**config.mk**
```make
export PLATFORM = sky130hd
export DESIGN_NAME = lvds_bitslip_ctrl
export DESIGN_NICKNAME = d
export VERILOG_FILES = /design/src/rtl/lvds_bitslip_ctrl.sv
export SDC_FILE = /design/constraint.sdc
export NUM_CORES = 1
export LEC_CHECK = 0
export CORE_MARGIN = 2
export CORE_UTILIZATION = 45
export CTS_CLUSTER_SIZE = 16
export DETAILED_ROUTE_END_ITERATION = 12
export PLACE_DENSITY = 0.66
export SYNTH_ARGS = -nofsm -noshare
export SYNTH_HDL_FRONTEND = slang
export SYNTH_SLANG_ARGS = --single-unit
```
**constraint.sdc**
```tcl
create_clock -name clk -period 2.9 [get_ports clk]
set_clock_uncertainty 0.1 [all_clocks]
set_input_delay 0.58 -clock clk [delete_from_list [all_inputs] [get_ports clk]]
set_output_delay 0.58 -clock clk [all_outputs]
set_load 0.02 [all_outputs]
```
**src/rtl/lvds_bitslip_ctrl.sv**
```systemverilog
// Word-alignment controller for an LVDS deserializer: hunts for PATTERN by
// issuing single-cycle bitslip requests, then declares and supervises lock.
module lvds_bitslip_ctrl #(
   parameter int                SIZE          = 8,
   parameter logic [SIZE-1:0]   PATTERN       = 8'hF0,
   parameter int                SETTLE_CYCLES = 4,
   parameter int                LOCK_COUNT    = 16,
   parameter int                UNLOCK_COUNT  = 4
) (
   input  logic                      clk,
   input  logic                      resetn,
   input  logic [SIZE-1:0]           frame_in,
   input  logic                      enable,
   output logic                      bitslip,
   output logic                      locked,
   output logic [$clog2(SIZE):0]     slip_count,
   output logic                      align_err
);

   localparam int SW = $clog2(SIZE) + 1;

   localparam logic [7:0]    LOCK_LAST   = 8'(LOCK_COUNT - 1);
   localparam logic [7:0]    UNLOCK_LAST = 8'(UNLOCK_COUNT - 1);
   localparam logic [7:0]    SETTLE_LAST = 8'(SETTLE_CYCLES - 1);
   localparam logic [SW-1:0] SLIP_LAST   = SW'(SIZE - 1);

   typedef enum logic [2:0] {
      IDLE   = 3'd0,
      CHECK  = 3'd1,
      SLIP   = 3'd2,
      SETTLE = 3'd3,
      LOCKED = 3'd4
   } state_t;

   state_t          state_r, next_state_s;
   logic [7:0]      match_cnt_r, match_cnt_s;
   logic [7:0]      miss_cnt_r, miss_cnt_s;
   logic [7:0]      settle_cnt_r, settle_cnt_s;
   logic [SW-1:0]   slip_count_r, slip_count_s;
   logic            align_err_r, align_err_s;
   logic            bitslip_r, bitslip_s;
   logic            locked_r, locked_s;
   logic            match_s;

   assign match_s = (frame_in == PATTERN);

   // State, counter and output registers
   always_ff @(posedge clk) begin
      if (!resetn) begin
         state_r      <= IDLE;
         match_cnt_r  <= 8'd0;
         miss_cnt_r   <= 8'd0;
         settle_cnt_r <= 8'd0;
         slip_count_r <= {SW{1'b0}};
         align_err_r  <= 1'b0;
         bitslip_r    <= 1'b0;
         locked_r     <= 1'b0;
      end else begin
         state_r      <= next_state_s;
         match_cnt_r  <= match_cnt_s;
         miss_cnt_r   <= miss_cnt_s;
         settle_cnt_r <= settle_cnt_s;
         slip_count_r <= slip_count_s;
         align_err_r  <= align_err_s;
         bitslip_r    <= bitslip_s;
         locked_r     <= locked_s;
      end
   end

   // Next-state decode; a low enable returns to IDLE from any state
   always_comb begin
      next_state_s = state_r;
      if (!enable) begin
         next_state_s = IDLE;
      end else begin
         case (state_r)
            IDLE:   next_state_s = CHECK;
            CHECK: begin
               if (!match_s)
                  next_state_s = SLIP;
               else if (match_cnt_r == LOCK_LAST)
                  next_state_s = LOCKED;
               else
                  next_state_s = CHECK;
            end
            SLIP:   next_state_s = SETTLE;
            SETTLE: begin
               if (settle_cnt_r == SETTLE_LAST)
                  next_state_s = CHECK;
               else
                  next_state_s = SETTLE;
            end
            LOCKED: begin
               if (!match_s && (miss_cnt_r == UNLOCK_LAST))
                  next_state_s = CHECK;
               else
                  next_state_s = LOCKED;
            end
            default: next_state_s = IDLE;
         endcase
      end
   end

   // Counter updates and next values of the registered outputs
   always_comb begin
      match_cnt_s  = match_cnt_r;
      miss_cnt_s   = miss_cnt_r;
      settle_cnt_s = settle_cnt_r;
      slip_count_s = slip_count_r;
      align_err_s  = align_err_r;
      bitslip_s    = (next_state_s == SLIP);
      // locked rises one cycle after entering LOCKED and drops with the exit
      locked_s     = (state_r == LOCKED) && (next_state_s == LOCKED);

      case (state_r)
         IDLE: begin
            match_cnt_s  = 8'd0;
            miss_cnt_s   = 8'd0;
            settle_cnt_s = 8'd0;
            if (enable) begin
               slip_count_s = {SW{1'b0}};
               align_err_s  = 1'b0;
            end else begin
               slip_count_s = slip_count_r;
               align_err_s  = align_err_r;
            end
         end
         CHECK: begin
            miss_cnt_s   = 8'd0;
            settle_cnt_s = 8'd0;
            if (match_s)
               match_cnt_s = match_cnt_r + 8'd1;
            else
               match_cnt_s = 8'd0;
         end
         SLIP: begin
            settle_cnt_s = 8'd0;
            match_cnt_s  = 8'd0;
         end
         SETTLE: begin
            if (next_state_s == SETTLE)
               settle_cnt_s = settle_cnt_r + 8'd1;
            else
               settle_cnt_s = 8'd0;
         end
         LOCKED: begin
            match_cnt_s = 8'd0;
            if (match_s)
               miss_cnt_s = 8'd0;
            else
               miss_cnt_s = miss_cnt_r + 8'd1;
         end
         default: begin
            match_cnt_s  = 8'd0;
            miss_cnt_s   = 8'd0;
            settle_cnt_s = 8'd0;
         end
      endcase

      // slip_count advances with the pulse; wrapping means a full fruitless rotation
      if (next_state_s == SLIP) begin
         if (slip_count_r == SLIP_LAST) begin
            slip_count_s = {SW{1'b0}};
            align_err_s  = 1'b1;
         end else begin
            slip_count_s = slip_count_r + {{(SW-1){1'b0}}, 1'b1};
         end
      end else begin
         slip_count_s = slip_count_s;
      end
   end

   assign bitslip    = bitslip_r;
   assign locked     = locked_r;
   assign slip_count = slip_count_r;
   assign align_err  = align_err_r;

endmodule

```
==> impl_results.md <==
- Initial antenna violation count: 0
- Post-synth EDFFs: 0
- CTS Hold Bufs: 0
- Average size of a mapped cell: 8.606 um2
- Clk pin slew, worst setup/hold paths: 70 ps
- Post-synthesis sequential area ratio: 0.3713
- Fmax achieved: 427.0 MHz
- Final design utilization: 0.5388
- Final hold vios: 0
- Arrival time at the worst endpoint: 2400 ps
- DP Wirelength: around 2800 um
- Vias in the first global route: 1,460
- Total power: 0.8598 mW
- Worst-path fanout max: 6
- Slew Viols, Final: 0
- Area of the multi-input gates: 0.001120 mm2
- Worst Setup End Kind: flip-flop
- Synthesis-to-layout area growth: 16.72%
- Reg area: roughly 680 um2
- Mapped Nets: roughly 230
- Die area: 0.004600 mm2
- IO Pins: 18
- Tcrit/Tclk final: 0.8076
- Share of post-route cells with drive strength above 1: 0.1197
- Power density cells: 401.8 mW/mm2
- Slew @ Worst Pin: 596.4 ps
- Via count: 1,677
- Congestion Overflow GR: 0
- Clock Path Buffers: 2
- Largest net degree at the start of global routing: 29
- Max Cap Violations: 0
- Dpl ws: 260.0 ps
- Final-layout fill cell count: 391
- HP Class: reg -> reg
- Setup TNS: 0 ps
- All-Layer GR Usage: 0.1960
- Initial Util: 0.4616
- WL/cell: 14.06 um
- DRT antenna net count: 0
- CTS tree: done
- Post-Syn Area: 0.001833 mm2
- DRC: 0
- Clk root buf: clkbuf_8
- Synth cell types: 54
- Clk_lat worst skew: 280 ps
- CTS sink cnt: 34
- Max VDD drop: between 0.0002 and 0.0003 V
- Avg Vias per Cell: 5.905
- Async SR Flop Fraction: 0
- Global-route wire length before repair: ~6700 um
- Leak: 0.7267 nW
- Slew HR: 0.5972
- Number of warnings issued by yosys: 0
- Final WS setup: between 500 and 600 ps
- Setup violations, final: 0
- Die H: roughly 68 um
- Initial DRC Count: approximately 110
- Buffers on Ports: 17
- FP Rows: 23
- Setup bufs post-CTS: 0
- PostCTS Resize Cnt: 0
- CP Launch Type: input pin
- Ant. Diodes: 0
- Drt pass-1 iters: 4
- Routability cong.: about 0.84
- Min Tclk post-route: 2342 ps
- Register bit count reported by yosys: 34
- Unrepaired setup endpoints after global routing: false
- Setup Crit Path Kind: in -> reg
- Status: finished clean
- Core area: 0.003971 mm2
- CP Data Required Time: 2960 ps
- Fin nets: 249
- Detailed Route WL: between 3000 and 4000 um
- Die W: 67.82 um
- Gate Count Post-Synth: roughly 210
- TritonCTS buffer count: 5
- Most used DFF post-synth: dfxtp_1
- H-tree levels: 2
==> final cells by class <==
class	count	share of cell area
Tap cell	50	0.02924
Clock buffer	7	0.03567
Timing Repair Buffer	20	0.09006
Sequential cell	34	0.3181
Inverter	2	0.003509
Multi-Input combinational cell	171	0.5234
==> layer usage <==
metal  vias up  part of all wire  GRT usage  routed length, um
li1        853                 -          -                  -
met1       801              0.53     0.2734               2107
met2        17              0.43     0.2904               1722
met3         6             0.024    0.04934                 96
met4         0             0.017    0.07500                 68
met5         -                 0          0                  0
==> critical path: stages <==
cell             delay, ps
clkdlybuf4s50_1        420
or4_4                  600
o21ai_0                330
a21boi_2               180
a32oi_1                240
nor2_1                  50
==> kinds of logic after synthesis <==
logic type	count (synthesis)	synth area share
adders and majority gates	4	0.02730
and+or+nand+nor	101	0.3106
buffers and inverters	8	0.01774
muxes	1	0.005461
DFF	34	0.3713
AOI/OAI and AO/OA	65	0.2676
==> final timing paths <==
check,cells after the start,from,end,slack (ps)
max,6,frame_in[1],align_err$_SDFF_PN0_,560
min,1,match_cnt_r[7]$_SDFFE_PN0N_,match_cnt_r[7]$_SDFFE_PN0N_,400
max reg2reg,5,settle_cnt_r[2]$_SDFFE_PN0N_,align_err$_SDFF_PN0_,740
min reg2reg,1,match_cnt_r[7]$_SDFFE_PN0N_,match_cnt_r[7]$_SDFFE_PN0N_,400
==> stage by stage <==
step / cells / area, um2 / hold slack [ps]
final: 284 / 2140 / 402.7
after CTS: 284 / 2140 / 397.6
after global placement: 277 / 2063 / 371.6
after detailed placement: 277 / 2063 / 382.0
after floorplan: 213 / 1833 / 351.0
after global routing: 284 / 2140 / 413.1
==> power breakdown <==
group	switching (mW)	total [mW]	internal (mW)
Sequential	0.00266	0.471	0.468
Combinational	0.0323	0.0571	0.0248
Clock	0.166	0.332	0.165
Total	0.201	0.860	0.659
==> flip-flops by register name, indices dropped and copies added, names as in the netlist <==
name,cells
align_err,1
settle_cnt_r,8
bitslip,1
slip_count,4
match_cnt_r,8
locked,1
state_r,3
miss_cnt_r,8
==> Yosys cell counts (all sizes together) (2+ instances only) <==
library cell / number / share of area
a21oi: 18 / 0.055
a22oi: 4 / 0.019
a311oi: 3 / 0.014
a31oi: 3 / 0.010
a41oi: 3 / 0.014
and2: 4 / 0.014
and3: 6 / 0.020
buf: 3 / 0.0075
clkbuf: 3 / 0.0061
dfxtp: 34 / 0.37
ha: 4 / 0.027
inv: 2 / 0.0041
nand2: 19 / 0.040
nand3: 16 / 0.044
nor2: 18 / 0.037
nor2b: 6 / 0.020
nor3: 3 / 0.014
nor3b: 10 / 0.041
nor4: 3 / 0.010
o2111ai: 2 / 0.0096
o211ai: 2 / 0.011
o21ai: 19 / 0.066
o41ai: 2 / 0.0096
or3: 5 / 0.017
or4: 2 / 0.012
==> placed cells by master (no fill, tap or decap), drive strengths merged, types with 3 or more instances in the layout <==
cell / synthesis / final
a21oi: 18 / 18
a22oi: 4 / 4
a311oi: 3 / 3
a31oi: 3 / 3
a41oi: 3 / 3
and2: 4 / 4
and3: 6 / 6
buf: 3 / 3
clkbuf: 3 / 7
clkdlybuf4s50: 0 / 17
dfxtp: 34 / 34
ha: 4 / 4
nand2: 19 / 19
nand3: 16 / 16
nor2: 18 / 18
nor2b: 6 / 6
nor3: 3 / 3
nor3b: 10 / 10
nor4: 3 / 3
o21ai: 19 / 19
or3: 5 / 5
Power figures use the tool's default switching activity.
